## config.mk

```make
export PLATFORM = sky130hd
export DESIGN_NAME = adder_share_sched_flat
export DESIGN_NICKNAME = d
export VERILOG_FILES = /design/src/rtl/adder_share_sched_if.sv /design/src/rtl/adder_share_sched.sv /design/src/flat_wrapper.sv
export SDC_FILE = /design/constraint.sdc
export NUM_CORES = 1
export LEC_CHECK = 0
export ABC_AREA = 1
export BUFFER_PORTS_ARGS = -buffer_cell sky130_fd_sc_hd__buf_4
export CAP_MARGIN = 20
export CORE_UTILIZATION = 45
export CTS_BUF_LIST = sky130_fd_sc_hd__clkbuf_16
export CTS_CLUSTER_DIAMETER = 50
export DETAILED_ROUTE_END_ITERATION = 12
export HOLD_SLACK_MARGIN = 0.02
export PLACE_DENSITY = 0.71
export SYNTH_ARGS = -nofsm -noshare
export SYNTH_HDL_FRONTEND = slang
export SYNTH_SLANG_ARGS = --single-unit
```

## constraint.sdc

```tcl
create_clock -name clk -period 8.5 [get_ports clk]
set_input_delay 1.7 -clock clk [delete_from_list [all_inputs] [get_ports clk]]
set_output_delay 1.7 -clock clk [all_outputs]
set_load 0.01 [all_outputs]
```

## src/rtl/adder_share_sched_if.sv

```systemverilog
// Request/response bundle for adder_share_sched: two operand request ports
// and one valid/ready result port, all sized from WORDS.
interface adder_share_sched_if #(
    parameter int WORDS = 4
);
    localparam int W = 8 * WORDS;

    logic         req0_valid;
    logic         req0_ready;
    logic [W-1:0] req0_a;
    logic [W-1:0] req0_b;
    logic         req0_cin;

    logic         req1_valid;
    logic         req1_ready;
    logic [W-1:0] req1_a;
    logic [W-1:0] req1_b;
    logic         req1_cin;

    logic         resp_valid;
    logic         resp_ready;
    logic         resp_id;
    logic [W-1:0] resp_sum;
    logic         resp_cout;

    modport master (
        output req0_valid, req0_a, req0_b, req0_cin,
        output req1_valid, req1_a, req1_b, req1_cin,
        output resp_ready,
        input  req0_ready, req1_ready,
        input  resp_valid, resp_id, resp_sum, resp_cout
    );

    modport slave (
        input  req0_valid, req0_a, req0_b, req0_cin,
        input  req1_valid, req1_a, req1_b, req1_cin,
        input  resp_ready,
        output req0_ready, req1_ready,
        output resp_valid, resp_id, resp_sum, resp_cout
    );
endinterface

```

## src/rtl/adder_share_sched.sv

```systemverilog
// Byte-serial multi-precision adder shared between two round-robin requesters;
// one 8-bit ripple-carry slice processes operands LSB byte first.
module ripple_carry_adder (
    input  logic [7:0] a_i,
    input  logic [7:0] b_i,
    input  logic       cin_i,
    output logic [7:0] sum_o,
    output logic       cout_o
);
    logic [8:0] c;

    always_comb begin
        c     = '0;
        sum_o = '0;
        c[0]  = cin_i;
        for (int unsigned i = 0; i < 8; i++) begin
            sum_o[i] = a_i[i] ^ b_i[i] ^ c[i];
            c[i+1]   = (a_i[i] & b_i[i]) | (c[i] & (a_i[i] ^ b_i[i]));
        end
    end

    assign cout_o = c[8];
endmodule

module adder_share_sched #(
    parameter int WORDS = 4
) (
    input  logic                clk,
    input  logic                rst,
    adder_share_sched_if.slave  bus,
    output logic                busy
);
    localparam int W  = 8 * WORDS;
    localparam int KW = (WORDS > 1) ? $clog2(WORDS) : 1;
    localparam logic [KW-1:0] K_LAST = KW'(WORDS - 1);

    typedef enum logic [1:0] {IDLE, RUN, DONE} state_t;

    state_t        state_q, state_d;
    logic [KW-1:0] k_q, k_d;
    logic [W-1:0]  a_q, a_d, b_q, b_d, sum_q, sum_d;
    logic          carry_q, carry_d;
    logic          last_q, last_d;
    logic          id_q, id_d;
    logic          cout_q, cout_d;

    logic          grant0, grant1, rdy0, rdy1;
    logic [7:0]    slice_sum;
    logic          slice_cout;

    ripple_carry_adder u_slice (
        .a_i    (a_q[7:0]),
        .b_i    (b_q[7:0]),
        .cin_i  (carry_q),
        .sum_o  (slice_sum),
        .cout_o (slice_cout)
    );

    // last_q==1 means requester 1 won last, so requester 0 wins a tie
    assign grant0 = bus.req0_valid & (~bus.req1_valid | last_q);
    assign grant1 = bus.req1_valid & (~bus.req0_valid | ~last_q);
    assign rdy0   = (state_q == IDLE) & grant0 & ~rst;
    assign rdy1   = (state_q == IDLE) & grant1 & ~rst;

    assign bus.req0_ready = rdy0;
    assign bus.req1_ready = rdy1;
    assign bus.resp_valid = (state_q == DONE);
    assign bus.resp_id    = id_q;
    assign bus.resp_sum   = sum_q;
    assign bus.resp_cout  = cout_q;
    assign busy           = (state_q != IDLE);

    always_comb begin
        state_d = state_q;
        k_d     = k_q;
        a_d     = a_q;
        b_d     = b_q;
        sum_d   = sum_q;
        carry_d = carry_q;
        last_d  = last_q;
        id_d    = id_q;
        cout_d  = cout_q;
        unique case (state_q)
            IDLE: begin
                if (rdy0 | rdy1) begin
                    id_d    = rdy1;
                    last_d  = rdy1;
                    a_d     = rdy1 ? bus.req1_a   : bus.req0_a;
                    b_d     = rdy1 ? bus.req1_b   : bus.req0_b;
                    carry_d = rdy1 ? bus.req1_cin : bus.req0_cin;
                    k_d     = '0;
                    state_d = RUN;
                end
            end
            RUN: begin
                sum_d[8*k_q +: 8] = slice_sum;
                carry_d = slice_cout;
                a_d     = a_q >> 8;
                b_d     = b_q >> 8;
                k_d     = k_q + 1'b1;
                if (k_q == K_LAST) begin
                    cout_d  = slice_cout;
                    k_d     = '0;
                    state_d = DONE;
                end
            end
            DONE: begin
                if (bus.resp_ready) state_d = IDLE;
            end
            default: state_d = IDLE;
        endcase
    end

    always_ff @(posedge clk) begin
        if (rst) begin
            state_q <= IDLE;
            k_q     <= '0;
            a_q     <= '0;
            b_q     <= '0;
            sum_q   <= '0;
            carry_q <= 1'b0;
            last_q  <= 1'b1;
            id_q    <= 1'b0;
            cout_q  <= 1'b0;
        end else begin
            state_q <= state_d;
            k_q     <= k_d;
            a_q     <= a_d;
            b_q     <= b_d;
            sum_q   <= sum_d;
            carry_q <= carry_d;
            last_q  <= last_d;
            id_q    <= id_d;
            cout_q  <= cout_d;
        end
    end
endmodule

```

## src/flat_wrapper.sv

```systemverilog
// flat-port wrapper written by rule: the top's interface ports become plain ports
module adder_share_sched_flat 
#(
    parameter int WORDS = 4
)
  (clk, rst, busy, bus_req0_valid, bus_req0_a, bus_req0_b, bus_req0_cin, bus_req1_valid, bus_req1_a, bus_req1_b, bus_req1_cin, bus_resp_ready, bus_req0_ready, bus_req1_ready, bus_resp_valid, bus_resp_id, bus_resp_sum, bus_resp_cout);
  adder_share_sched_if #(.WORDS(WORDS)) bus_i ();
  input  logic clk;
  input  logic rst;
  output logic busy;
  input wire logic [$bits(bus_i.req0_valid)-1:0] bus_req0_valid;
  input wire logic [$bits(bus_i.req0_a)-1:0] bus_req0_a;
  input wire logic [$bits(bus_i.req0_b)-1:0] bus_req0_b;
  input wire logic [$bits(bus_i.req0_cin)-1:0] bus_req0_cin;
  input wire logic [$bits(bus_i.req1_valid)-1:0] bus_req1_valid;
  input wire logic [$bits(bus_i.req1_a)-1:0] bus_req1_a;
  input wire logic [$bits(bus_i.req1_b)-1:0] bus_req1_b;
  input wire logic [$bits(bus_i.req1_cin)-1:0] bus_req1_cin;
  input wire logic [$bits(bus_i.resp_ready)-1:0] bus_resp_ready;
  output wire logic [$bits(bus_i.req0_ready)-1:0] bus_req0_ready;
  output wire logic [$bits(bus_i.req1_ready)-1:0] bus_req1_ready;
  output wire logic [$bits(bus_i.resp_valid)-1:0] bus_resp_valid;
  output wire logic [$bits(bus_i.resp_id)-1:0] bus_resp_id;
  output wire logic [$bits(bus_i.resp_sum)-1:0] bus_resp_sum;
  output wire logic [$bits(bus_i.resp_cout)-1:0] bus_resp_cout;
  assign bus_i.req0_valid = bus_req0_valid;
  assign bus_i.req0_a = bus_req0_a;
  assign bus_i.req0_b = bus_req0_b;
  assign bus_i.req0_cin = bus_req0_cin;
  assign bus_i.req1_valid = bus_req1_valid;
  assign bus_i.req1_a = bus_req1_a;
  assign bus_i.req1_b = bus_req1_b;
  assign bus_i.req1_cin = bus_req1_cin;
  assign bus_i.resp_ready = bus_resp_ready;
  assign bus_req0_ready = bus_i.req0_ready;
  assign bus_req1_ready = bus_i.req1_ready;
  assign bus_resp_valid = bus_i.resp_valid;
  assign bus_resp_id = bus_i.resp_id;
  assign bus_resp_sum = bus_i.resp_sum;
  assign bus_resp_cout = bus_i.resp_cout;
  adder_share_sched #(.WORDS(WORDS)) u_core (.clk(clk), .rst(rst), .bus(bus_i), .busy(busy));
endmodule
```

==> impl_metrics.env <==
export IMPL_layout_setup_ws_ns=3.41
export IMPL_die_y_um=114
export IMPL_yosysMostFrequentCell="nand2_1"
export IMPL_clock_skew_final_ns=0.00698
export IMPL_drive_above_1_share=0.210
export IMPL_gp_congestion=0.846
export IMPL_clk_root_buffer_cell="clkbuf_16"
export IMPL_grt_start_max_net_pins=92
export IMPL_rsz0062_at_grt="false"
export IMPL_multi_input_area_mm2=0.00312
export IMPL_p_total_mw=1.24
export IMPL_wl_um=15600
export IMPL_crit_fanout=80
export IMPL_yosysTopAreaCell="dfxtp_1"
export IMPL_worst_skew_pair_late_latency_ns=0.35
export IMPL_synth_area_leaders="dfxtp_1, nand2_1, nand3_1, nand4_1, a21oi_1"
export IMPL_place_ws_ns=2.94
export IMPL_routed_top_layer="met4"
export IMPL_async_reset_ff_frac=0
export IMPL_synthTopCellsByCount="nand2_1, nand3_1, dfxtp_1"
export IMPL_seq_area_frac_synth=0.366
export IMPL_start_util=0.467
export IMPL_cellPowerDensity_mw_per_mm2=170
export IMPL_wirelength_met1_um=6930
export IMPL_netlist_instances=865
export IMPL_cpMostUsedCell="buf_4"
export IMPL_met3WireLength_um=708
export IMPL_cp_data_arrival_time_ns=3.39
export IMPL_area_growth_pct=28.0
export IMPL_peakVddDrop_v=0.000111
export IMPL_clkPwrFrac=0.311
export IMPL_dieArea_mm2=0.0131
export IMPL_num_antenna_cells=0
export IMPL_ys_ff_latch=104
export IMPL_fill_cells=1229
export IMPL_critPathTopFamily="buffers and inverters"
export IMPL_numCtsBuffers=9
export IMPL_slew_viol_final=0
export IMPL_tns_ns=0
export IMPL_synth_cell_types=24
export IMPL_switching_power_uw=388
export IMPL_avgSynthCellArea_um2=6.57
export IMPL_power_frac_comb=0.246
export IMPL_fin_util=0.598
export IMPL_hold_buffers=0
export IMPL_grt_pass1_wl_um=25900
export IMPL_max_stage_delay_ns=0.65
export IMPL_drt_first_iter_violations=434
export IMPL_cts_buffer_depth=2
export IMPL_status="finished, final reports clean"
export IMPL_max_clock_freq_mhz=196
export IMPL_timing_final_crit_share=0.599
export IMPL_seqPwrFrac=0.443
export IMPL_hold_violations=0
export IMPL_avgRoutedWirePerCell_um=13.5
export IMPL_synthFlopType="dfxtp_1"
export IMPL_vias=6042
export IMPL_switching_share=0.314
export IMPL_final_seq_area_mm2=0.00208
export IMPL_crit_path_cell_trace="buf_4 -> nor2_1 -> nand3_2 -> buf_4 -> inv_1 -> buf_4"
export IMPL_p_int_uw=849
export IMPL_cts_tree="built"
export IMPL_syn_num_nets=1014
export IMPL_period_minus_slack_ns=5.09
export IMPL_port_buffers=172
export IMPL_power_leakage_nw=3.46
export IMPL_synth_area_mm2=0.00569
export IMPL_worst_slew_pin_slew_ns=0.903
export IMPL_ys_warn_count=0
export IMPL_io_pins=173
export IMPL_slew_headroom=0.396
export IMPL_die_w_um=114
export IMPL_synth_edf_count=0
export IMPL_slowest_stage="buf_4"
export IMPL_clk_pin_slew_ns=0.06
export IMPL_via_per_inst=5.20
export IMPL_hpwl_um=10800
export IMPL_critPathRequiredTime_ns=6.80
export IMPL_maxCapViolCount=0
export IMPL_hold_class="flip-flop to flip-flop"
export IMPL_drc=0
export IMPL_clock_sink_count=104
export IMPL_grt_pass1_vias=5584
export IMPL_ant_nets=0
export IMPL_endpoint_kind="output pin"
export IMPL_num_rows=40
export IMPL_synth_top_cell_area_share=0.366
export IMPL_setup_viol_count_final=0
export IMPL_crit_buf_inv=4
export IMPL_whs_ns=0.466
export IMPL_post_cts_resized=0
export IMPL_critPathLaunchType="input pin"
export IMPL_cts_htree_levels=3
export IMPL_grt_util_all_layers=0.246
export IMPL_grt_overflow=0
export IMPL_fin_nets=1137
export IMPL_met2_length_um=7690
export IMPL_first_pass_iters=4
export IMPL_postCtsSetupRepairBufs=0
export IMPL_path_class="input pin to output pin"
export IMPL_core_area_mm2=0.0122
export IMPL_antenna_found_initial=0
## tightest hold or removal path, cell delays in order (launching register included)
cell and delay [ns]:
dfxtp_1 0.31, nand2_1 0.06, a21oi_1 0.05
## state kept, by name (all words and copies together), names as in the netlist
name,cells
u_core.a_q,32
u_core.b_q,32
u_core.bus.resp_cout,1
u_core.bus.resp_id,1
u_core.bus.resp_sum,32
u_core.carry_q,1
u_core.k_q,2
u_core.last_q,1
u_core.state_q,2
## kinds of logic (layout without fill, tap and decap cells)
group,after synthesis,after routing,share of synthesized area
adder cells (fa/ha/maj),14,14,0.0414
AND/OR/NAND/NOR,518,518,0.404
AO/OA/AOI/OAI,104,104,0.0973
buffers and inverters,125,253,0.0907
flip-flops,104,104,0.366
## final timing paths
check                                                 start                                    to  slack, ns  depth (start not counted)
worst min-delay path             u_core.a_q[0]$_SDFFE_PP0P_            u_core.a_q[0]$_SDFFE_PP0P_       0.47                          2
worst min register to register   u_core.a_q[0]$_SDFFE_PP0P_            u_core.a_q[0]$_SDFFE_PP0P_       0.47                          2
worst max-delay path                                    rst                        bus_req0_ready       3.41                          6
worst max register to register  u_core.carry_q$_SDFFE_PP0P_  u_core.bus.resp_sum[15]$_SDFFE_PP0P_       4.77                         18
## cell type report
class,count,share of cell area
clock buffers,9,0.0309
clock inverters,7,0.00653
inverters,57,0.0294
multi-input cells,636,0.428
flip-flops and latches,104,0.286
well taps,168,0.0289
repair buffers,180,0.190
## cells in the final DEF (no fill, tap or decap), drive strengths merged
cell type	n
o21ai	18
clkinvlp	1
o211ai	1
inv	59
nand2	271
ha	6
a21oi	73
a22oi	12
fa	8
clkinv	4
buf	180
nand4	64
clkbuf	9
nand3	126
nor2	53
nor3	4
dfxtp	104
## per-layer routing
| layer | vias up | global-route usage |
|---|---|---|
| met5 | - | 0 |
| met4 | 0 | 0.0710 |
| met3 | 24 | 0.0508 |
| met2 | 160 | 0.426 |
| li1 | 3110 | - |
| met1 | 2748 | 0.309 |
## power by group through the flow
| stage | logic [mW] | clock network, mW | registers, mW |
|---|---|---|---|
| 4_1_cts | 0.301 | 0.391 | 0.548 |
| 5_1_grt | 0.344 | 0.408 | 0.553 |
| 3_5_place_dp | 0.300 | 0 | 0.559 |
| 6_report | 0.304 | 0.384 | 0.548 |
| 2_1_floorplan | 0.197 | 0 | 0.555 |
| 3_3_place_gp | 0.298 | 0 | 0.559 |
## metrics by stage
step	cells	cell area [um^2]
4_1_cts	1159	7230
2_1_floorplan	865	5690
3_3_place_gp	1143	6960
6_report	1161	7280
5_1_grt	1161	7280
3_5_place_dp	1143	6960
Note: power is estimated with default switching activity, not from simulation.
